==> config.mk <==
export PLATFORM = sky130hd
export DESIGN_NAME = vga_timing_out
export DESIGN_NICKNAME = d
export VERILOG_FILES = /design/src/rtl/vga_timing_out.sv
export SDC_FILE = /design/constraint.sdc
export NUM_CORES = 1
export LEC_CHECK = 0
export ABC_AREA = 1
export BUFFER_PORTS_ARGS = -buffer_cell sky130_fd_sc_hd__buf_4
export CAP_MARGIN = 25
export CORE_ASPECT_RATIO = 0.8
export CORE_UTILIZATION = 40
export CTS_CLUSTER_DIAMETER = 50
export DETAILED_ROUTE_END_ITERATION = 10
export HOLD_SLACK_MARGIN = 0.06
export RECOVER_POWER = 100
export SYNTH_ARGS = -nofsm -noshare
export SYNTH_HDL_FRONTEND = slang
export SYNTH_SLANG_ARGS = --single-unit
==> constraint.sdc <==
create_clock -name clk -period 1.46 [get_ports clk]
set_input_delay 0.219 -clock clk [delete_from_list [all_inputs] [get_ports clk]]
set_output_delay 0.219 -clock clk [all_outputs]
set_load 0.05 [all_outputs]
==> src/rtl/vga_timing_out.sv <==
// VGA sink: pixel divider, h/v raster counters, sync/blank decode and registered pins.
// Latency: pins lag pixel_x/pixel_y by 1 clk; no backpressure (free-running raster, source must keep up).
module vga_timing_out #(
    parameter int CLK_DIV  = 4,
    parameter int H_ACTIVE = 640,
    parameter int H_FP     = 16,
    parameter int H_SYNC   = 96,
    parameter int H_BP     = 48,
    parameter int V_ACTIVE = 480,
    parameter int V_FP     = 10,
    parameter int V_SYNC   = 2,
    parameter int V_BP     = 33,
    parameter bit SYNC_POL = 1'b0
) (
    input  logic        clk,
    input  logic        rst,
    input  logic [3:0]  red,
    input  logic [3:0]  green,
    input  logic [3:0]  blue,
    output logic [10:0] pixel_x,
    output logic [9:0]  pixel_y,
    output logic        pix_tick,
    output logic        frame_start,
    output logic [3:0]  vga_red,
    output logic [3:0]  vga_green,
    output logic [3:0]  vga_blue,
    output logic        hsync,
    output logic        vsync,
    output logic        active
);

    localparam int H_TOTAL = H_ACTIVE + H_FP + H_SYNC + H_BP;
    localparam int V_TOTAL = V_ACTIVE + V_FP + V_SYNC + V_BP;
    // A 1-bit divider register is kept even for CLK_DIV == 1; it simply never leaves 0.
    localparam int DIV_W   = (CLK_DIV > 1) ? $clog2(CLK_DIV) : 1;

    localparam logic [DIV_W-1:0] DIV_LAST   = DIV_W'(CLK_DIV - 1);
    localparam logic [10:0]      H_LAST     = 11'(H_TOTAL - 1);
    localparam logic [10:0]      H_VIS_END  = 11'(H_ACTIVE);
    localparam logic [10:0]      H_SYNC_BEG = 11'(H_ACTIVE + H_FP);
    localparam logic [10:0]      H_SYNC_END = 11'(H_ACTIVE + H_FP + H_SYNC);
    localparam logic [9:0]       V_LAST     = 10'(V_TOTAL - 1);
    localparam logic [9:0]       V_VIS_END  = 10'(V_ACTIVE);
    localparam logic [9:0]       V_SYNC_BEG = 10'(V_ACTIVE + V_FP);
    localparam logic [9:0]       V_SYNC_END = 10'(V_ACTIVE + V_FP + V_SYNC);

    logic [DIV_W-1:0] r_div_cnt;
    logic [10:0]      r_h_cnt;
    logic [9:0]       r_v_cnt;
    logic [3:0]       r_red;
    logic [3:0]       r_green;
    logic [3:0]       r_blue;
    logic             r_hsync;
    logic             r_vsync;
    logic             r_active;

    logic w_tick;
    logic w_h_wrap;
    logic w_v_wrap;
    logic w_vis;
    logic w_hs;
    logic w_vs;

    assign w_tick   = (r_div_cnt == DIV_LAST);
    assign w_h_wrap = (r_h_cnt == H_LAST);
    assign w_v_wrap = (r_v_cnt == V_LAST);

    assign w_vis = (r_h_cnt < H_VIS_END) && (r_v_cnt < V_VIS_END);
    assign w_hs  = (r_h_cnt >= H_SYNC_BEG) && (r_h_cnt < H_SYNC_END);
    assign w_vs  = (r_v_cnt >= V_SYNC_BEG) && (r_v_cnt < V_SYNC_END);

    always_ff @(posedge clk) begin
        if (rst) begin
            r_div_cnt <= '0;
            r_h_cnt   <= '0;
            r_v_cnt   <= '0;
        end else begin
            r_div_cnt <= w_tick ? '0 : r_div_cnt + 1'b1;
            if (w_tick) begin
                if (w_h_wrap) begin
                    r_h_cnt <= '0;
                    r_v_cnt <= w_v_wrap ? '0 : r_v_cnt + 1'b1;
                end else begin
                    r_h_cnt <= r_h_cnt + 1'b1;
                end
            end
        end
    end

    // Pins update every clk so colour changes inside a pixel period pass straight through.
    always_ff @(posedge clk) begin
        if (rst) begin
            r_red    <= 4'h0;
            r_green  <= 4'h0;
            r_blue   <= 4'h0;
            r_hsync  <= ~SYNC_POL;
            r_vsync  <= ~SYNC_POL;
            r_active <= 1'b0;
        end else begin
            r_red    <= w_vis ? red   : 4'h0;
            r_green  <= w_vis ? green : 4'h0;
            r_blue   <= w_vis ? blue  : 4'h0;
            r_hsync  <= w_hs ? SYNC_POL : ~SYNC_POL;
            r_vsync  <= w_vs ? SYNC_POL : ~SYNC_POL;
            r_active <= w_vis;
        end
    end

    assign pixel_x     = r_h_cnt;
    assign pixel_y     = r_v_cnt;
    assign pix_tick    = w_tick;
    assign frame_start = w_tick && w_h_wrap && w_v_wrap;
    assign vga_red     = r_red;
    assign vga_green   = r_green;
    assign vga_blue    = r_blue;
    assign hsync       = r_hsync;
    assign vsync       = r_vsync;
    assign active      = r_active;

endmodule
# --- Word-level counts from Yosys, hierarchy flattened ---
# Cells that the tools add are included.
word_totals:
  reg_bits: 38
  wordCells: 34
op_classes:
  n_addsub: 3
  order_cmp: 6
  n_eq_ne: 3
  mux: 4
  bitwise: 1
  n_reduce_logical: 8
ops:
  columns: ["op", "n"]
  rows:
  - ["11-bit by 10-bit < comparator with 1-bit output, second input constant", 2]
  - ["10-bit by 9-bit < comparator with 1-bit output, second input constant", 2]
  - ["11-bit by 1-bit adder with 11-bit output, second input constant", 1]
  - ["11-bit by 10-bit == test with 1-bit output, second input constant", 1]
  - ["11-bit by 10-bit greater-or-equal comparator with 1-bit output, second input constant", 1]
  - ["11-bit 2-to-1 mux", 1]
  - ["10-bit by 1-bit adder with 10-bit output, second input constant", 1]
  - ["10-bit == test, second input constant", 1]
  - ["10-bit by 9-bit greater-or-equal comparator with 1-bit output, second input constant", 1]
  - ["10-bit 2-to-1 mux", 1]
  - ["1-bit logical AND", 5]
  - ["2-bit OR reduction", 2]
  - ["2-bit by 1-bit adder with 2-bit output, second input constant", 1]
  - ["2-bit == test, second input constant", 1]
  - ["1-bit 2-to-1 mux", 2]
  - ["2-bit AND reduction", 1]
  - ["1-bit NOT", 1]

# --- Logic depth before layout (Yosys ltp) ---
logic_depth:
  word_depth: 4
  mapped_depth: 11
  depth_no_buf: 9

# --- Worst setup path before layout ---
# OpenSTA, ideal clock, no wires.
synth_timing:
  path_kind: "reg-to-output"
  start: "reg r_h_cnt[1] (netlist: pixel_x[1])"
  end: "out frame_start"
  t_arrival_ns: 2.405
  t_required_ns: 1.241
  setup_slack_ns: -1.164
  path_stages_with_launch: 6
  cell_sequence: "dfxtp_1 -> ha_1 -> nand3_2 -> inv_1 -> nand3_1 -> nor3_1"
synth_between:
  elab_chain_len: 3
synth_lines:
  columns: ["item", "line_no", "rtl"]
  rows:
  - ["from (decl)", "48", "logic [10:0] r_h_cnt;"]
  - ["from (signal assigned)", "84", "r_h_cnt <= r_h_cnt + 1'b1;"]
  - ["11-bit by 10-bit == test with 1-bit output", "65", "assign w_h_wrap = (r_h_cnt == H_LAST);"]
  - ["1-bit logical AND (2 in series)", "112", "assign frame_start = w_tick && w_h_wrap && w_v_wrap;"]
  - ["to (decl)", "23", "output logic frame_start,"]
# No other way between the ends.

# --- Final worst setup path ---
layout_timing:
  start: "reg r_v_cnt[1] (netlist: pixel_y[1])"
  end: "out frame_start"
layout_between:
  elab_chain_len: 2
layout_lines:
  columns: ["item", "line_no", "rtl"]
  rows:
  - ["from (decl)", "49", "logic [9:0] r_v_cnt;"]
  - ["from (signal assigned)", "82", "r_v_cnt <= w_v_wrap ? '0 : r_v_cnt + 1'b1;"]
  - ["10-bit == test", "66", "assign w_v_wrap = (r_v_cnt == V_LAST);"]
  - ["1-bit logical AND", "112", null]
# No other way between the ends.

==> impl_results.md <==
* Clock Skew at 0.00848 ns
* Setup crit start: pixel_y[1]
* Synth area leader: dfxtp_1
* Pre-CTS WS at 0.0337 ns
* Yosys warns at 0
* DIE HEIGHT at 62.4 um
* DRC viols at 0
* Layout cells sized above 1 at 36.6%
* RSZ-0062 raised after global routing: true
* Hold crit path type: in -> reg
* Most common library cells after synthesis: nand2_1, nor2_1, inv_1, dfxtp_1, nand3_1
* Critical Path Max Stage Delay at 0.36 ns
* Worst Min Path Start: blue[0]
* Hold buffer count at CTS at 0
* Fin crit share at 111%
* GPL Wtd Cong at 0.928
* First-iteration detailed-routing DRC count at 119
* P_int at 1.50 mW
* Antenna violations before repair at 0
* Max Freq at 617 MHz
* Psw at 546 uW
* Max H-tree Level at 2
* Tot Pwr at 2.05 mW
* Clock sink count at 38
* Gr usage total at 20.7%
* WP buf/inv at 3
* Worst-path cell chain: inv_4 > ha_4 > nand3_4 > inv_2 > nand2_4 > nor3_4 > buf_6
* Wire per inst at 11.7 um
* Mean area per synthesized cell at 6.88 um^2
* Post-route core utilization at 61.9%
* Top cells by area, synth: dfxtp_1, nand2_1, nor2_1, inv_1, nand3_1
* EDFF count, synth at 0
* TritonCTS clock tree: built
* CP Launch Type: flip-flop
* Slew margin rel. at 59.1%
* Fin. max-slew vios at 0
* Register share of total power at 51.7%
* TritonCTS buffer count at 5
* Net Sw Frac at 26.6%
* Port-buffer cells at 51
* Synth Register Bits at 38
* Die Wd at 77.5 um
* I/O pin cnt at 52
* Most used DFF post-synth: dfxtp_1
* Asr flop ratio synth at 0%
* Post-Route WL at 4740 um
* ANT cells at 0
* Peak supply drop at 0.000571 V
* Max Root-Sink Buffers at 2
* Crit path max fanout at 2
* DP HPWL at 3450 um
* Max-Cap Viols at 0
* Syn nets at 283
* Endpoints failing setup at 1
* Count leader, synth: nand2_1
* Post-Syn Area at 1820 um^2
* Synthesized instance count at 265
* CP delay by family, top: flip-flops
* Clock tree root driver cell: clkbuf_8
* Post-synth cell types at 29
* NumNets Final at 367
* Clock Latency Late Sink at 0.29 ns
* DR vias at 1841
* Setup Crit Path Kind: reg -> out
* Pleak at 1.30 nW
* Largest net degree at the start of global routing at 14
* Number of global-route vias before repair at 1699
* Clock Pin Slew Worst Setup and Hold Paths at 0.07 ns
* PD cells at 773 nW/um^2
* Die area at 4840 um^2
* Critical-path top delay cell: dfxtp_4
* Area share of the leading cell type in the synthesized netlist at 41.7%
* Tightest Pin Transition at 0.616 ns
* Starting Density at 42.6%
* Grt ovf at 0
* Core area at 4280 um^2
* Crit. End Element: output port
* Filler cells at 412
* First-pass GRT wire length at 7850 um
* # rows at 21
* Setup ws final at -0.160 ns
* Final Hold Fails at 0
* DRT antenna net count at 0
* Drt pass-1 iters at 4
* Post-synthesis sequential area ratio at 41.7%
* P&R area growth vs syn at 45.3%
* Period minus WS final at 1.62 ns
* Run status: complete, but fails checks
* Clk pwr share at 36.9%
* Vias/cell at 4.52
* Crit Reg-Reg Startpoint: pixel_x[1]
* Worst EP arrival at 1.40 ns
* Req. time, crit path at 1.24 ns
* Failing checks: setup timing
* Combinational Power Share at 11.3%
cells in the final DEF (no fill, tap or decap), types with 4 or more instances in the layout:
| cell | n |
|---|---|
| nand4_1 | 9 |
| dfxtp_4 | 10 |
| nor2_4 | 4 |
| dfxtp_1 | 18 |
| nand2_2 | 4 |
| inv_2 | 5 |
| nand3_1 | 17 |
| a21oi_1 | 4 |
| buf_4 | 39 |
| nand3_4 | 4 |
| nor2_1 | 42 |
| inv_1 | 39 |
| clkbuf_1 | 16 |
| dfxtp_2 | 10 |
| nand2_1 | 62 |
| clkbuf_8 | 6 |
| clkbuf_2 | 24 |
| nor2_2 | 4 |
through the flow:
stage                     std cells  cell area, um^2  hold WS, ns  setup TNS, ns
after detailed placement        388             2490        0.440              0
after global placement          388             2490        0.434              0
after floorplan                 265             1930        0.331         -0.102
after global routing            407             2650        0.139         -0.746
final                           407             2650        0.145         -0.160
after CTS                       405             2720        0.140         -0.157
timing repair:
action                                  CTS  global route
endpoints found under the setup margin    2            12
resized for setup                        22            12
pin swaps                                 8             3
buffers inserted                          9             2
power by group through the flow:
| stage | registers [mW] | logic, mW | clock network (mW) |
|---|---|---|---|
| after floorplan | 1.16 | 0.0780 | 0 |
| after global placement | 1.09 | 0.233 | 0 |
| after detailed placement | 1.09 | 0.238 | 0 |
| after CTS | 1.06 | 0.250 | 0.771 |
| after global routing | 1.06 | 0.251 | 0.825 |
| final | 1.06 | 0.232 | 0.757 |
layer usage:
| layer | GRT usage (%) | up-vias | part of all wire [%] | routed length [um] |
|---|---|---|---|---|
| met1 | 29.7 | 800 | 50 | 2390 |
| met4 | 7.55 | 0 | 0.93 | 44 |
| met5 | 0 | - | 0 | 0 |
| li1 | - | 983 | - | - |
| met3 | 4.67 | 7 | 5.8 | 273 |
| met2 | 30.1 | 51 | 43 | 2030 |
flip-flops by register name, summed over array words and instances, names as in the netlist:
name and cells:
pixel_x 11, pixel_y 10, vga_blue 4, vga_green 4, vga_red 4, r_div_cnt 2
active 1, hsync 1, vsync 1
worst register-to-register path: stages, from the launching register on:
cell,delay [ns]
dfxtp_4,0.36
ha_4,0.14
nand3_4,0.09
buf_6,0.15
nor2_8,0.11
nand3_4,0.07
nand2_2,0.18
inv_1,0.12
nand2_1,0.07
nand2_1,0.04
area by class of cell:
class	instances	area [um^2]	share of cell area (%)
clock buffer	6	82.6	3.11
clock inverter	2	11.3	0.425
inverter	47	185	6.98
multi-input combinational	174	978	36.9
sequential	38	811	30.6
tap	57	71.3	2.69
timing repair buffer	83	512	19.3
worst paths after layout:
kind | end | slack [ns] | cells past startpoint
setup / recovery | frame_start | -0.16 | 7
hold / removal | vga_blue[0] | 0.15 | 3
setup reg to reg | pixel_y[7] | 0.02 | 9
hold reg to reg | r_div_cnt[0] | 0.44 | 1
logic make-up after synthesis:
group	share of synthesized area (%)
adder cells (fa/ha/maj)	2.74
AND/OR/NAND/NOR	39.0
flip-flops	41.7
XOR/XNOR	1.44
buffers and inverters	11.9
AO/OA/AOI/OAI	3.22
No activity file was read; power rests on OpenSTA's default activity.
